## src/rtl/fx_div_seq.sv

```systemverilog
// fx_div_seq: sequential signed Q(P).(F) divider, radix-2 restoring, one step per clock, saturating.
// Optional macro FXDIV_ROUND_EN: one extra quotient bit, magnitude rounded half-up before saturation.
module fx_div_seq #(
  parameter  int F = 10,
  parameter  int P = 5,
  localparam int W = F + P + 1
) (
  input  logic         clk,
  input  logic         rst_n,
  input  logic         start,
  input  logic [W-1:0] A,
  input  logic [W-1:0] B,
  output logic [W-1:0] Y,
  output logic         done,
  output logic         busy,
  output logic         ovf,
  output logic         dbz
);

  localparam int N  = W + F;
`ifdef FXDIV_ROUND_EN
  localparam int NI = N + 1;
`else
  localparam int NI = N;
`endif
  localparam int QW = N + 1;
  localparam int DS = NI - W;
  localparam int CW = $clog2(NI + 1);

  localparam logic [W-1:0]  MAX_Y  = {1'b0, {(W-1){1'b1}}};
  localparam logic [W-1:0]  MIN_Y  = {1'b1, {(W-1){1'b0}}};
  localparam logic [QW-1:0] HALF_Q = {{(QW-W){1'b0}}, 1'b1, {(W-1){1'b0}}};
  localparam logic [QW-1:0] MAXP_Q = {{(QW-W+1){1'b0}}, {(W-1){1'b1}}};

  typedef enum logic [1:0] {
    S_IDLE = 2'd0,
    S_CALC = 2'd1,
    S_FIX  = 2'd2
  } state_t;

  state_t          state_r, state_s;
  logic            accept_s, last_s;
  logic [NI-1:0]   dvd_r;
  logic [NI-1:0]   qa_r;
  logic [W-1:0]    rem_r;
  logic [W-1:0]    bm_r;
  logic [CW-1:0]   cnt_r;
  logic            sign_r, a_neg_r, a_zero_r, b_zero_r;
  logic [W:0]      shl_s;
  logic            ge_s;
  logic [W-1:0]    rem_nxt_s;
  logic [QW-1:0]   q_s;
  logic [W-1:0]    y_s;
  logic            ovf_s;
  logic [W-1:0]    y_r;
  logic            done_r, busy_r, ovf_r, dbz_r;

  // Two's-complement magnitude as unsigned W bits, so the most negative value maps exactly.
  function automatic logic [W-1:0] mag_f(input logic [W-1:0] v);
    mag_f = v[W-1] ? (~v + {{(W-1){1'b0}}, 1'b1}) : v;
  endfunction

  // State register.
  always_ff @(posedge clk or negedge rst_n) begin
    if (!rst_n) begin
      state_r <= S_IDLE;
    end else begin
      state_r <= state_s;
    end
  end

  // Next-state logic and accept decode.
  always_comb begin
    state_s  = state_r;
    accept_s = 1'b0;
    last_s   = (cnt_r == CW'(NI - 1));
    case (state_r)
      S_IDLE: begin
        if (start) begin
          state_s  = S_CALC;
          accept_s = 1'b1;
        end else begin
          state_s  = S_IDLE;
        end
      end
      S_CALC: begin
        if (last_s) begin
          state_s = S_FIX;
        end else begin
          state_s = S_CALC;
        end
      end
      S_FIX:   state_s = S_IDLE;
      default: state_s = S_IDLE;
    endcase
  end

  // One restoring step: shift in the next dividend bit, subtract when the divisor fits.
  always_comb begin
    shl_s = {rem_r, dvd_r[NI-1]};
    ge_s  = (shl_s >= {1'b0, bm_r});
    if (ge_s) begin
      rem_nxt_s = shl_s[W-1:0] - bm_r;
    end else begin
      rem_nxt_s = shl_s[W-1:0];
    end
  end

  // Iteration datapath: operand capture on accept, shift/subtract while calculating.
  always_ff @(posedge clk or negedge rst_n) begin
    if (!rst_n) begin
      dvd_r    <= '0;
      qa_r     <= '0;
      rem_r    <= '0;
      bm_r     <= '0;
      cnt_r    <= '0;
      sign_r   <= 1'b0;
      a_neg_r  <= 1'b0;
      a_zero_r <= 1'b0;
      b_zero_r <= 1'b0;
    end else begin
      case (state_r)
        S_IDLE: begin
          if (start) begin
            dvd_r    <= {mag_f(A), {DS{1'b0}}};
            qa_r     <= '0;
            rem_r    <= '0;
            bm_r     <= mag_f(B);
            cnt_r    <= '0;
            sign_r   <= A[W-1] ^ B[W-1];
            a_neg_r  <= A[W-1];
            a_zero_r <= (A == {W{1'b0}});
            b_zero_r <= (B == {W{1'b0}});
          end
        end
        S_CALC: begin
          dvd_r <= {dvd_r[NI-2:0], 1'b0};
          qa_r  <= {qa_r[NI-2:0], ge_s};
          rem_r <= rem_nxt_s;
          cnt_r <= cnt_r + CW'(1);
        end
        default: begin
          cnt_r <= cnt_r;
        end
      endcase
    end
  end

  // Quotient magnitude, optionally rounded half-up from the extra fraction bit.
  always_comb begin
`ifdef FXDIV_ROUND_EN
    q_s = {1'b0, qa_r[NI-1:1]} + {{(QW-1){1'b0}}, qa_r[0]};
`else
    q_s = {1'b0, qa_r};
`endif
  end

  // Sign correction, saturation and divide-by-zero override.
  always_comb begin
    y_s   = '0;
    ovf_s = 1'b0;
    if (b_zero_r) begin
      if (a_zero_r) begin
        y_s   = '0;
        ovf_s = 1'b0;
      end else if (a_neg_r) begin
        y_s   = MIN_Y;
        ovf_s = 1'b1;
      end else begin
        y_s   = MAX_Y;
        ovf_s = 1'b1;
      end
    end else if (sign_r) begin
      if (q_s > HALF_Q) begin
        y_s   = MIN_Y;
        ovf_s = 1'b1;
      end else if (q_s == HALF_Q) begin
        y_s   = MIN_Y;
        ovf_s = 1'b0;
      end else begin
        y_s   = ~q_s[W-1:0] + {{(W-1){1'b0}}, 1'b1};
        ovf_s = 1'b0;
      end
    end else begin
      if (q_s > MAXP_Q) begin
        y_s   = MAX_Y;
        ovf_s = 1'b1;
      end else begin
        y_s   = q_s[W-1:0];
        ovf_s = 1'b0;
      end
    end
  end

  // Registered handshake and result; flags clear on accept, load in FIX.
  always_ff @(posedge clk or negedge rst_n) begin
    if (!rst_n) begin
      y_r    <= '0;
      done_r <= 1'b0;
      busy_r <= 1'b0;
      ovf_r  <= 1'b0;
      dbz_r  <= 1'b0;
    end else begin
      done_r <= 1'b0;
      if (accept_s) begin
        busy_r <= 1'b1;
        ovf_r  <= 1'b0;
        dbz_r  <= 1'b0;
      end else if (state_r == S_FIX) begin
        busy_r <= 1'b0;
        done_r <= 1'b1;
        y_r    <= y_s;
        ovf_r  <= ovf_s;
        dbz_r  <= b_zero_r;
      end else begin
        busy_r <= busy_r;
      end
    end
  end

  assign Y    = y_r;
  assign done = done_r;
  assign busy = busy_r;
  assign ovf  = ovf_r;
  assign dbz  = dbz_r;

endmodule

```

## config.mk

```make
export PLATFORM = sky130hd
export DESIGN_NAME = fx_div_seq
export DESIGN_NICKNAME = d
export VERILOG_FILES = /design/src/rtl/fx_div_seq.sv
export SDC_FILE = /design/constraint.sdc
export NUM_CORES = 1
export LEC_CHECK = 0
export BUFFER_PORTS_ARGS = -buffer_cell sky130_fd_sc_hd__buf_2
export CAP_MARGIN = 20
export CORE_MARGIN = 4
export CORE_UTILIZATION = 58
export DETAILED_ROUTE_END_ITERATION = 8
export GPL_ROUTABILITY_DRIVEN = 0
export PLACE_DENSITY = 0.78
export SLEW_MARGIN = 30
export SYNTH_ARGS = -nofsm -noshare
export SYNTH_HDL_FRONTEND = slang
export SYNTH_SLANG_ARGS = --single-unit
```

## constraint.sdc

```tcl
create_clock -name clk -period 3.3 [get_ports clk]
set_clock_uncertainty 0.05 [all_clocks]
set_input_delay 0.165 -clock clk [delete_from_list [all_inputs] [get_ports clk]]
set_output_delay 0.165 -clock clk [all_outputs]
set_load 0.05 [all_outputs]
```

==> results of run 1 <==
[worst paths after layout]
path	from	cells past startpoint	endpoint
worst max-delay path	qa_r[0]	9	Y[14]
worst min-delay path	A[0]	3	dvd_r[10]
worst max register to register	qa_r[0]	9	Y[14]
worst min register to register	busy	2	busy
max in group asynchronous	rst_n	3	rem_r[6]
min in group asynchronous	rst_n	2	Y[14]
[area by class of cell]
cell class,count,area [um2]
inverters,29,108.9
repair buffers,65,361.6
flip-flops and latches,105,2628
multi-input cells,483,3134
fillers,832,3308
clock inverters,6,65.06
clock buffers,10,137.6
well taps,133,166.4
[routing by layer]
layer | share of wire | track usage | up-vias
li1 | - | - | 2495
met1 | 0.47 | 0.3396 | 2534
met2 | 0.47 | 0.3867 | 147
met3 | 0.054 | 0.03288 | 9
met4 | 0.0073 | 0.05877 | 0
met5 | 0 | 0 | -
[metrics by stage]
stage / worst slack, ns / total power, mW / area [um2] / hold WS [ns]
3_3_place_gp: 0.8102 / 5.834 / 6385 / 0.3173
5_1_grt: 0.4795 / 7.396 / 6601 / 0.05548
4_1_cts: 0.6609 / 6.833 / 6598 / 0.02644
3_5_place_dp: 0.6823 / 6.002 / 6385 / 0.3218
6_report: 0.6535 / 6.841 / 6601 / 0.03409
2_1_floorplan: 0.8773 / 5.128 / 6006 / -0.1806
[cells by family after synthesis]
logic type | count (synthesis) | share of synthesized area
adder cells (fa/ha/maj) | 22 | 0.04708
flip-flops | 105 | 0.4375
multiplexers | 4 | 0.006667
AO/OA/AOI/OAI | 227 | 0.2517
XOR/XNOR | 39 | 0.05688
AND/OR/NAND/NOR | 191 | 0.1567
buffers and inverters | 67 | 0.04354
[critical path: stages, from the launching register on]
cell and delay, ns:
dfrtp_1 0.42, inv_1 0.09, ha_1 0.18, nor3b_2 0.29, nand2_1 0.11, or3_1 0.42
or4_4 0.53, nor3b_1 0.16, a211oi_1 0.22, nor2_1 0.07
[report_power, final]
group | leakage, nW | internal [mW] | switching, mW
Sequential | 1.32 | 1.88 | 0.518
Clock | 0.108 | 0.376 | 0.453
Combinational | 1.48 | 1.50 | 2.12
[registers in the layout, summed over array words and instances (netlist names)]
name      cells
done          1
busy          1
b_zero_r      1
a_neg_r       1
Y            16
a_zero_r      1
ovf           1
rem_r        16
sign_r        1
state_r       2
qa_r         26
cnt_r         5
bm_r         16
dvd_r        16
dbz           1
[repair_timing]
| action | in CTS | in global routing |
|---|---|---|
| endpoints found under the hold margin | 77 | 0 |
| setup endpoints to repair | 0 | 0 |
| hold buffers | 1 | 0 |
[layout by cell type, fill, tap and decap left out, types with 15 or more instances in the layout]
cell / n
nand3_1: 19
o31ai_1: 19
nor2_1: 29
buf_2: 53
xor2_1: 24
ha_1: 21
xnor2_1: 15
inv_1: 28
nand2_1: 77
a21oi_1: 34
dfrtp_1: 105
o21ai_0: 66
a22o_1: 22
==> out/qor.csv, run 1 <==
stage,metric,value,unit
synth,synth_area_leaders,"dfrtp_1, o21ai_0, nand2_1",
clock_network,cts.path.max_buffers,2,
clock_network,post-cts-setup-buffers,0,
die,rows,36,
final_layout,drive_gt1_frac,0.1318,
synth,synth_async_sr_flop_share,1.000,
timing,finalHoldViolCount,0,
final_layout,area_growth,9.917,%
die,pin_count,55,
final_layout,post-route-util,0.6662,
clock_network,h-tree-depth,3,
setup_path,path_max_fanout,7,
final_layout,nets,750,
clock_network,numCtsBuffers,9,
synth,yosys.area.top_type,dfrtp_1,
setup_path,path_class,register to register,
power_and_ir_drop,vdd_ir_drop_max,0.4101,mV
place,place_inst,814,
clock_network,cts_root_buffer,clkbuf_8,
route,drc,0,
synth,ys_seq_elements,105,
timing,rsz0062_at_grt,no,
synth,synth_most_common_cell,dfrtp_1,
route,wire_per_inst,16.39,um
synth,yosys_warnings,0,
clock_network,clock_latency,0.37,ns
timing,drv_slew,0,
timing,timing.fmax,0.3779,GHz
die,core,9910,um2
global_routing,grt_pass1_wl,23090,um
synth,synth_edf_count,0,
global_routing,antenna_found_initial,0,
timing,relSlewSlack,0.4091,
worst_hold_path,hp-class,input port to register,
timing,min_period,2.646,ns
setup_path,worstPathArrival,2.86,ns
die,start_util,0.6061,
final_layout,diodes,0,
global_routing,grt.overflow.total,0,
setup_path,endpoint_kind,register,
global_routing,grtUsageTotal,0.2383,
route,ant_nets,0,
power_and_ir_drop,leakagePower,2.906,nW
synth,ys_types,62,
die,dieArea,12050,um2
die,die_x,109.8,um
route,dr_total_vias,5185,
synth,synth_nets,712,
synth,synth.top_cells.by_count,"dfrtp_1, nand2_1, o21ai_0",
setup_path,ff2ff_setup_slack,0.65,ns
setup_path,startpoint_type,register,
synth,seq_area_frac_synth,0.4375,
timing,final-setup-viol-count,0,
route,wl,13620,um
synth,syn-cell-area,6006,um2
job,cap_viol_max_count,0,
global_routing,grt_pass1_vias,4936,
power_and_ir_drop,power.density,1036,nW/um2
clock_network,cts_tree,done,
timing,finalSetupTns,0,ns
route,viasPerCell,6.239,
timing,worst_pin_slew,0.8841,ns
die,die_y,109.8,um
clock_network,clk_pin_slew,0.10,ns
clock_network,cts_resized,0,
clock_network,clock_sinks,105,
synth,syn_area_per_cell,9.169,um2
final_layout,final_cell_count_no_fill,831,
route,first_pass_iters,5,
route,drt_iter0_markers,404,
synth,synth_ff_type,dfrtp_1,
place,io_buffer_count,54,
synth,synthCells,655,
timing,finalCritPeriodShare,0.8020,
synth,yosysTopAreaCellShare,0.4375,
setup_path,crit_required,3.52,ns
place,place_hpwl,9796,um
outcome,status,completed,
global_routing,grt_start_max_net_pins,80,
Power figures use the tool's default switching activity.
==> run 2: changes to the inputs <==
clock period = 2.75 ns   (was 3.3 ns; I/O delays follow)
==> out/qor.csv, run 2 (synthesis gave the netlist of run 1 again) <==
stage,metric,value,unit
outcome,status,completed,
route,first_pass_iters,5,
route,wl,13670,um
power_and_ir_drop,vdd_ir_drop_max,0.4503,mV
timing,finalSetupTns,0,ns
die,die_y,109.8,um
route,drc,0,
die,start_util,0.6061,
final_layout,final_common_cell,dfrtp_1,
timing,finalHoldViolCount,0,
final_layout,area_growth,11.10,%
setup_path,slowest_delay,0.49,ns
die,core,9910,um2
setup_path,worstPathArrival,2.76,ns
setup_path,critPathBufInv,0,
final_layout,nets,756,
setup_path,cp.depth,8,
global_routing,antenna_found_initial,0,
timing,relSlewSlack,0.5127,
setup_path,endpoint_kind,register,
final_layout,top_register,qa_r,
clock_network,h-tree-depth,3,
route,wire_per_inst,16.34,um
timing,drv_slew,0,
worst_hold_path,hp-class,input port to register,
route,viasPerCell,6.165,
final_layout,final_cell_mix,"dfrtp_1, nand2_1, o21ai_0",
timing,min_period,2.543,ns
clock_network,cts_tree,done,
setup_path,path_class,register to register,
die,dieArea,12050,um2
die,die_x,109.8,um
timing,rsz0062_at_grt,no,
timing,finalCritPeriodShare,0.9247,
die,rows,36,
setup_path,crit_family,compound AO/OA/AOI/OAI gates,
route,dr_total_vias,5160,
die,pin_count,55,
global_routing,grt_pass1_vias,5021,
global_routing,grt_pass1_wl,23220,um
place,post_dp_cell_area,6472,um2
final_layout,diodes,0,
setup_path,worst_path_max_delay_cell,or4_1,
final_layout,largest_register_ffs,26,
clock_network,clock_sinks,105,
place,place_hpwl,9714,um
timing,timing.fmax,0.3932,GHz
setup_path,rr_worst_depth,8,
clock_network,numCtsBuffers,9,
final_layout,nFillCells,795,
job,cap_viol_max_count,0,
route,drt_iter0_markers,401,
final_layout,drive_gt1_frac,0.1378,
power_and_ir_drop,leakagePower,2.931,nW
global_routing,grt_start_max_net_pins,76,
timing,final-setup-viol-count,0,
setup_path,startpoint_type,register,
setup_path,crit_required,2.96,ns
timing,worst_pin_slew,0.7282,ns
global_routing,grtUsageTotal,0.2409,
timing,fin_hold_ws,0.02293,ns
worst_hold_path,hold_depth,3,
clock_network,cts.path.max_buffers,2,
power_and_ir_drop,power.density,1228,nW/um2
global_routing,grt.overflow.total,0,
clock_network,clock_latency,0.38,ns
setup_path,path_cells,"ha_1, nor2b_1, o31ai_1, a21oi_1, or4_1, o311ai_0, xor2_1, o21ai_0",
route,ant_nets,0,
clock_network,cts_root_buffer,clkbuf_8,
final_layout,stdcell_area,6673,um2
power_and_ir_drop,power.total,8.195,mW
clock_network,clk_pin_slew,0.10,ns
setup_path,path_max_fanout,5,
place,io_buffer_count,54,
==> run 2: metrics by stage <==
stage | instances | setup WS (ns) | util
CTS | 837 | 0.1964 | 0.6732
global route | 837 | 0.04532 | 0.6734
finish | 837 | 0.2070 | 0.6734
detailed placement | 819 | 0.2444 | 0.6532
floorplan | 655 | 0.3273 | -
global placement | 819 | 0.3282 | 0.6532
==> run 2: final cells by class <==
cell class / count / area (um2) / share of cell area
clock buffer: 10 / 137.6 / 0.02063
clock inverter: 6 / 41.29 / 0.006188
inverter: 29 / 108.9 / 0.01631
multi-input combinational: 483 / 3136 / 0.4699
sequential: 105 / 2628 / 0.3938
tap: 133 / 166.4 / 0.02494
timing repair buffer: 71 / 455.4 / 0.06825
==> run 2: final timing paths <==
check	from	to	slack [ns]
worst min-delay path	A[11]	dvd_r[21]	0.02
worst min register to register	busy	busy	0.43
worst max-delay path	rem_r[1]	rem_r[14]	0.21
max in group asynchronous	rst_n	rem_r[5]	1.77
min in group asynchronous	rst_n	Y[7]	0.18
worst max register to register	rem_r[1]	rem_r[14]	0.21
==> run 2: worst reg2reg max path: cells and delay by family, from the launching register on <==
| family | cells | cell delay [ns] |
|---|---|---|
| AOI/OAI and AO/OA | 4 | 0.77 |
| xor gates and xnor gates | 1 | 0.17 |
| DFF | 1 | 0.42 |
| and+or+nand+nor | 2 | 0.67 |
| adders and majority gates | 1 | 0.36 |
==> run 2: where the power goes <==
group / switching, mW / internal, mW / total, mW
Sequential: 0.619 / 2.25 / 2.87
Clock: 0.542 / 0.354 / 0.896
Combinational: 2.58 / 1.85 / 4.43
==> run 2: metal layers <==
| layer | track usage | vias up | wire length [um] |
|---|---|---|---|
| met5 | 0 | - | 0 |
| met4 | 0.08905 | 0 | 186 |
| met3 | 0.02936 | 15 | 716 |
| met2 | 0.3849 | 161 | 6422 |
| met1 | 0.3382 | 2485 | 6347 |
| li1 | - | 2499 | - |
==> run 2: what timing repair did <==
action,CTS,global route
endpoints found under the setup margin,0,1
hold buffers,2,0
endpoints found under the hold margin,31,0
resized for setup,0,1
setup buffers,0,0
